### src/rtl/knn_dist_calc.sv
// Squared-Euclidean distance stage feeding the KNN sorted neighbour list.
// Optional saturation of out-of-range distances: define KNN_DIST_SAT_EN.
module knn_dist_calc #(
  parameter int unsigned COORD_W = 16,
  parameter int unsigned DATA_W  = 32,
  parameter int unsigned LABEL_W = 8,
  parameter int unsigned CNT_W   = 16
) (
  input  logic                      clk,
  input  logic                      rst,
  input  logic                      start,
  input  logic signed [COORD_W-1:0] test_x,
  input  logic signed [COORD_W-1:0] test_y,
  input  logic                      in_valid,
  output logic                      in_ready,
  input  logic signed [COORD_W-1:0] in_x,
  input  logic signed [COORD_W-1:0] in_y,
  input  logic        [LABEL_W-1:0] in_label,
  input  logic                      in_last,
  output logic                      dist_valid,
  output logic        [DATA_W-1:0]  dist_out,
  output logic        [LABEL_W-1:0] label_out,
  output logic                      busy,
  output logic                      done,
  output logic        [CNT_W-1:0]   point_cnt
);

  localparam int unsigned DIFF_W = COORD_W + 1;
  localparam int unsigned SQ_W   = 2 * COORD_W + 2;
  localparam int unsigned SUM_W  = 2 * COORD_W + 3;

  typedef enum logic [1:0] {
    IDLE  = 2'd0,
    RUN   = 2'd1,
    DRAIN = 2'd2,
    DONE  = 2'd3
  } state_t;

  state_t state;
  state_t state_next;

  logic signed [COORD_W-1:0] test_x_q;
  logic signed [COORD_W-1:0] test_y_q;

  logic                     s1_v;
  logic signed [DIFF_W-1:0] s1_dx;
  logic signed [DIFF_W-1:0] s1_dy;
  logic        [LABEL_W-1:0] s1_label;

  logic                s2_v;
  logic [SQ_W-1:0]     s2_sx;
  logic [SQ_W-1:0]     s2_sy;
  logic [LABEL_W-1:0]  s2_label;

  logic [SUM_W-1:0]    sum_c;
  logic [DATA_W-1:0]   dist_c;
  logic                accept_c;

  assign accept_c = in_valid & in_ready;

  // Next-state logic; start is only honoured from IDLE.
  always_comb begin
    state_next = state;
    case (state)
      IDLE:    if (start) state_next = RUN;
      RUN:     if (accept_c && in_last) state_next = DRAIN;
      // s3 empties on this edge once s1/s2 are empty, so done lands right after the final result
      DRAIN:   if (!s1_v && !s2_v) state_next = DONE;
      DONE:    state_next = IDLE;
      default: state_next = IDLE;
    endcase
  end

  // State register with registered handshake/status outputs.
  always_ff @(posedge clk or posedge rst) begin
    if (rst) begin
      state    <= IDLE;
      in_ready <= 1'b0;
      busy     <= 1'b0;
      done     <= 1'b0;
    end else begin
      state    <= state_next;
      in_ready <= (state_next == RUN);
      busy     <= (state_next == RUN) || (state_next == DRAIN);
      done     <= (state_next == DONE);
    end
  end

  // Test point latch and saturating accepted-point counter.
  always_ff @(posedge clk or posedge rst) begin
    if (rst) begin
      test_x_q  <= '0;
      test_y_q  <= '0;
      point_cnt <= '0;
    end else if ((state == IDLE) && start) begin
      test_x_q  <= test_x;
      test_y_q  <= test_y;
      point_cnt <= '0;
    end else if (accept_c && (point_cnt != {CNT_W{1'b1}})) begin
      point_cnt <= point_cnt + CNT_W'(1);
    end
  end

  // S1: coordinate differences.
  always_ff @(posedge clk or posedge rst) begin
    if (rst) begin
      s1_v     <= 1'b0;
      s1_dx    <= '0;
      s1_dy    <= '0;
      s1_label <= '0;
    end else begin
      s1_v <= accept_c;
      if (accept_c) begin
        s1_dx    <= DIFF_W'(in_x) - DIFF_W'(test_x_q);
        s1_dy    <= DIFF_W'(in_y) - DIFF_W'(test_y_q);
        s1_label <= in_label;
      end
    end
  end

  // S2: squares, computed at full signed width so the result is exact.
  always_ff @(posedge clk or posedge rst) begin
    if (rst) begin
      s2_v     <= 1'b0;
      s2_sx    <= '0;
      s2_sy    <= '0;
      s2_label <= '0;
    end else begin
      s2_v <= s1_v;
      if (s1_v) begin
        s2_sx    <= $unsigned(SQ_W'(s1_dx) * SQ_W'(s1_dx));
        s2_sy    <= $unsigned(SQ_W'(s1_dy) * SQ_W'(s1_dy));
        s2_label <= s1_label;
      end
    end
  end

  assign sum_c = SUM_W'(s2_sx) + SUM_W'(s2_sy);

  // Reduce the full-precision sum to the output width.
  generate
    if (SUM_W > DATA_W) begin : g_reduce
`ifdef KNN_DIST_SAT_EN
      assign dist_c = (|sum_c[SUM_W-1:DATA_W]) ? {DATA_W{1'b1}} : sum_c[DATA_W-1:0];
`else
      assign dist_c = sum_c[DATA_W-1:0];
`endif
    end else begin : g_extend
      assign dist_c = DATA_W'(sum_c);
    end
  endgenerate

  // S3: result register; holds last value between valid cycles.
  always_ff @(posedge clk or posedge rst) begin
    if (rst) begin
      dist_valid <= 1'b0;
      dist_out   <= '0;
      label_out  <= '0;
    end else begin
      dist_valid <= s2_v;
      if (s2_v) begin
        dist_out  <= dist_c;
        label_out <= s2_label;
      end
    end
  end

endmodule
### config.mk
export PLATFORM = sky130hd
export DESIGN_NAME = knn_dist_calc
export DESIGN_NICKNAME = d
export VERILOG_FILES = /design/src/rtl/knn_dist_calc.sv
export SDC_FILE = /design/constraint.sdc
export NUM_CORES = 2
export LEC_CHECK = 0
export CAP_MARGIN = 25
export CELL_PAD_IN_SITES_DETAIL_PLACEMENT = 0
export CELL_PAD_IN_SITES_GLOBAL_PLACEMENT = 1
export CORE_ASPECT_RATIO = 1.2
export CORE_MARGIN = 8
export CORE_UTILIZATION = 40
export CTS_BUF_LIST = sky130_fd_sc_hd__clkbuf_4 sky130_fd_sc_hd__clkbuf_8
export DETAILED_ROUTE_END_ITERATION = 8
export GPL_TIMING_DRIVEN = 0
export HOLD_SLACK_MARGIN = 0.02
export PLACE_DENSITY = 0.68
export SLEW_MARGIN = 10
export SYNTH_ARGS = -nofsm -noshare
export SYNTH_HDL_FRONTEND = slang
export SYNTH_SLANG_ARGS = --single-unit
### constraint.sdc
create_clock -name clk -period 8.1 [get_ports clk]
set_input_delay 1.215 -clock clk [delete_from_list [all_inputs] [get_ports clk]]
set_output_delay 1.215 -clock clk [all_outputs]
set_load 0.02 [all_outputs]
==> results by group <==
Status
  – Outcome: complete, no violations

Clock tree
  – Hold buffer count at CTS: 0
  – CTS H-tree lvls: 2
  – TritonCTS clock tree: yes
  – Cts bufs inserted: 39
  – Worst-path clk slew: ~0.06 ns
  – CTS Buffer Depth: 3
  – Worst-skew pair later-pin latency: 0.59 ns
  – Clk sink count: between 200 and 250
  – Root Buffer: clkbuf_8

Synth
  – Synth cell types: 77
  – Synthesized instance count: approximately 3,000
  – Post-Syn Area per Cell: a little under 10 sq um
  – Predominant post-synthesis flop cell: dfrtp_1
  – Yosys Warn Count: 0
  – Yosys reg bits: 208
  – Mapped Area: approximately 29,000 sq um
  – Top cells by area, synth: fa_1, dfrtp_1, ha_1, inv_1, nand2_1
  – Post-synthesis sequential area ratio: between 10% and 20%
  – Syn nets: 3,842
  – Number of synthesized flops with an enable pin: 0
  – Yosys top cell area share: between 30% and 40%
  – Area leader, netlist: fa_1
  – Asr flop ratio synth: 100%

Timing
  – Relative max-transition margin: 32.6%
  – Max Fclk: about 130 MHz
  – Setup Skew: 0.0419 ns
  – Final Cycle Share: a little over nine tenths
  – Final Hold Fails: 0
  – Worst hold margin: between 0.4 and 0.5 ns
  – Post-layout min period: just under 8 ns
  – Fin. max-slew vios: 0
  – Worst-margin pin slew: between 1 and 1.5 ns
  – RSZ-0062 raised after global routing: no
  – Setup violators final: 0

Detailed routing
  – Post-route ant nets: 0
  – Via count: between 20,000 and 25,000
  – DRT Wirelength: 81,100 um
  – Routed WL per cell: between 15 and 20 um
  – DRC Markers: 0
  – Iter 0 DRT Violations: slightly above 900
  – DR pass1 iterations: 5
  – Post-DR vias/cell: between 4 and 5

Global routing
  – Global-route total usage across every layer: between 20% and 30%
  – GRT overflow: 0
  – Number of global-route vias before repair: between 20,000 and 25,000
  – First-pass GRT wire length: between 100,000 and 150,000 um
  – Initial antenna violation count: 1
  – Largest net degree at the start of global routing: ~110

Run
  – # Max-Cap Violations: 0

Worst setup path
  – Cell mode on critical path: fa_1
  – Worst setup EP type: register
  – Critical Path Source Type: register
  – R2R cell count: 24
  – Critical Path Fanout Max: 10
  – Critical path type: register to register
  – WP data required: about 8.6 ns
  – CP Data Arrival Time: 8.25 ns
  – Critical Path Max Stage Delay: roughly 0.62 ns
  – Worst r2r src: s1_dy[4]
  – Worst r2r dst: s2_sy[29]
  – Slowest cell on crit path: clkbuf_1
  – Reg2reg setup slack: roughly 0.31 ns
  – Cell chain of the critical path: clkbuf_1 -> clkbuf_1 -> nand2_1 -> inv_1 -> fa_1 -> inv_1 -> fa_1 -> fa_1 -> inv_1 -> fa_1 -> fa_1 -> inv_1 -> fa_1 -> inv_1 -> ha_1 -> and2_0 -> and4_1 -> nand4_1 -> nor3_1 -> nor2_1 -> a21oi_1 -> a311oi_1 -> xnor2_1 -> mux2_2

Place
  – Post-DP HPWL: between 60,000 and 70,000 um
  – IO Port Bufs: 136
  – Routability cong.: roughly 0.96

Min path
  – WHS Path Cells: 0
  – HP Class: register to register
  – Hold Path Sink: s2_v
  – Hold_sp: s1_v

Die
  – Top-Level Pins: 137
  – Placeable Area: 72,400 sq um
  – Die Height: ~310 um
  – Num rows: ~110
  – Die Area: a little over 80,000 sq um
  – Die X: between 200 and 300 um
  – Starting Density: between 40% and 50%

Cells and area
  – Layout cell share with drive strength beyond 1: 6.07%
  – Syn-to-layout area delta: 11.7%
  – Fin nets: 4,020
  – Most frequent cells in the layout: inv_1, fa_1, nand2_1, ha_1, dfrtp_1
  – Commonest non-fill, non-tap cell in the layout: inv_1
## per-stage QoR
stage | setup TNS (ns) | cells | setup WS (ns) | utilization, % | instance area, sq um
3_3_place_gp | -335.72 | 4091 | -1.65 | 43.9 | 31800
5_1_grt | 0 | 4163 | 0.0400 | 45.1 | 32700
3_5_place_dp | 0 | 4092 | 0.292 | 43.9 | 31800
2_1_floorplan | 0 | 3020 | 1.20 | - | 29300
4_1_cts | 0 | 4162 | 0.261 | 45.1 | 32700
6_report | 0 | 4164 | 0.311 | 45.1 | 32700
## Yosys cell counts, types with 4 or more instances
cell / n
inv_1: 731
fa_1: 514
nand2_1: 298
ha_1: 231
dfrtp_1: 208
and2_1: 117
xnor2_1: 101
clkbuf_1: 88
o21ai_0: 88
mux2_2: 85
nor2_1: 79
a21oi_1: 73
xor2_1: 35
nor2b_1: 34
a21o_1: 30
nor3_1: 29
nand3_1: 27
nand2b_1: 19
and3_1: 15
a31oi_1: 14
o21bai_1: 14
o21a_1: 13
o31ai_1: 13
a211oi_1: 11
nand4_1: 10
or3_1: 10
a31o_2: 9
a211o_1: 8
nor3b_1: 7
buf_1: 6
nand3b_1: 6
o211ai_1: 6
o21ai_1: 6
or2_2: 6
a221o_1: 5
a21boi_0: 4
a221oi_1: 4
a311oi_1: 4
and4_1: 4
## worst max-delay path by stage
| stage | from | end | slack [ns] |
|---|---|---|---|
| floorplan | rst | busy | 1.20 |
| global placement | rst | dist_out[7] | -1.65 |
| detailed placement | s1_dy[4] | s2_sy[29] | 0.29 |
| CTS | s1_dy[4] | s2_sy[29] | 0.26 |
| global route | s1_dy[4] | s2_sy[29] | 0.04 |
| finish | s1_dy[4] | s2_sy[29] | 0.31 |
## critical path: cells and delay by family, from the launching register on
family / cells / cell delay [ns]
fa+ha+maj: 7 / 3.29
buf+inv: 7 / 1.53
simple gates: 6 / 1.41
flops: 1 / 0.54
compound gates: 2 / 0.47
mux: 1 / 0.26
xor+xnor: 1 / 0.16
## cell families (layout without fill, tap and decap cells)
| logic type | Yosys count | count (layout) | synth area share (%) |
|---|---|---|---|
| simple gates | 673 | 673 | 11.1 |
| other cells | 0 | 2 | 0 |
| fa+ha+maj | 745 | 745 | 45.1 |
| mux | 89 | 89 | 3.43 |
| xor+xnor | 136 | 136 | 4.07 |
| flops | 208 | 208 | 17.8 |
| compound gates | 344 | 344 | 7.94 |
| buf+inv | 825 | 1032 | 10.6 |
## layer usage
layer	GRT usage [%]	up-vias	share of wire, %
met2	36.4	378	52
met3	2.17	147	3.8
met5	0	-	0
li1	-	9659	-
met4	7.92	0	4.2
met1	24.5	10500	40
## state kept, by name, indices dropped and copies added (netlist names)
signal and count:
dist_out 32, s2_sx 31, s2_sy 31, s1_dx 17, s1_dy 17, point_cnt 16
test_x_q 16, test_y_q 16, label_out 8, s1_label 8, s2_label 8, state 2
busy 1, dist_valid 1, done 1, in_ready 1, s1_v 1, s2_v 1
## area by class of cell
cell class | count | area [sq um]
Timing Repair Buffer | 137 | 1390
Multi-Input combinational cell | 1987 | 21000
Clock buffer | 58 | 742
Clock inverter | 12 | 98.8
Tap cell | 935 | 1170
Inverter | 731 | 2750
Sequential cell | 208 | 5200
Antenna cell | 2 | 5.00
Buffer | 94 | 355
Fill cell | 7115 | 39800
## timing repair
action                                  CTS  global route
resized for setup                         0             4
buffers inserted                          0             0
endpoints found under the setup margin    0             1
Power is not shown: default switching activity piles up to over one toggle a cycle in this logic, so the estimate is an artifact.
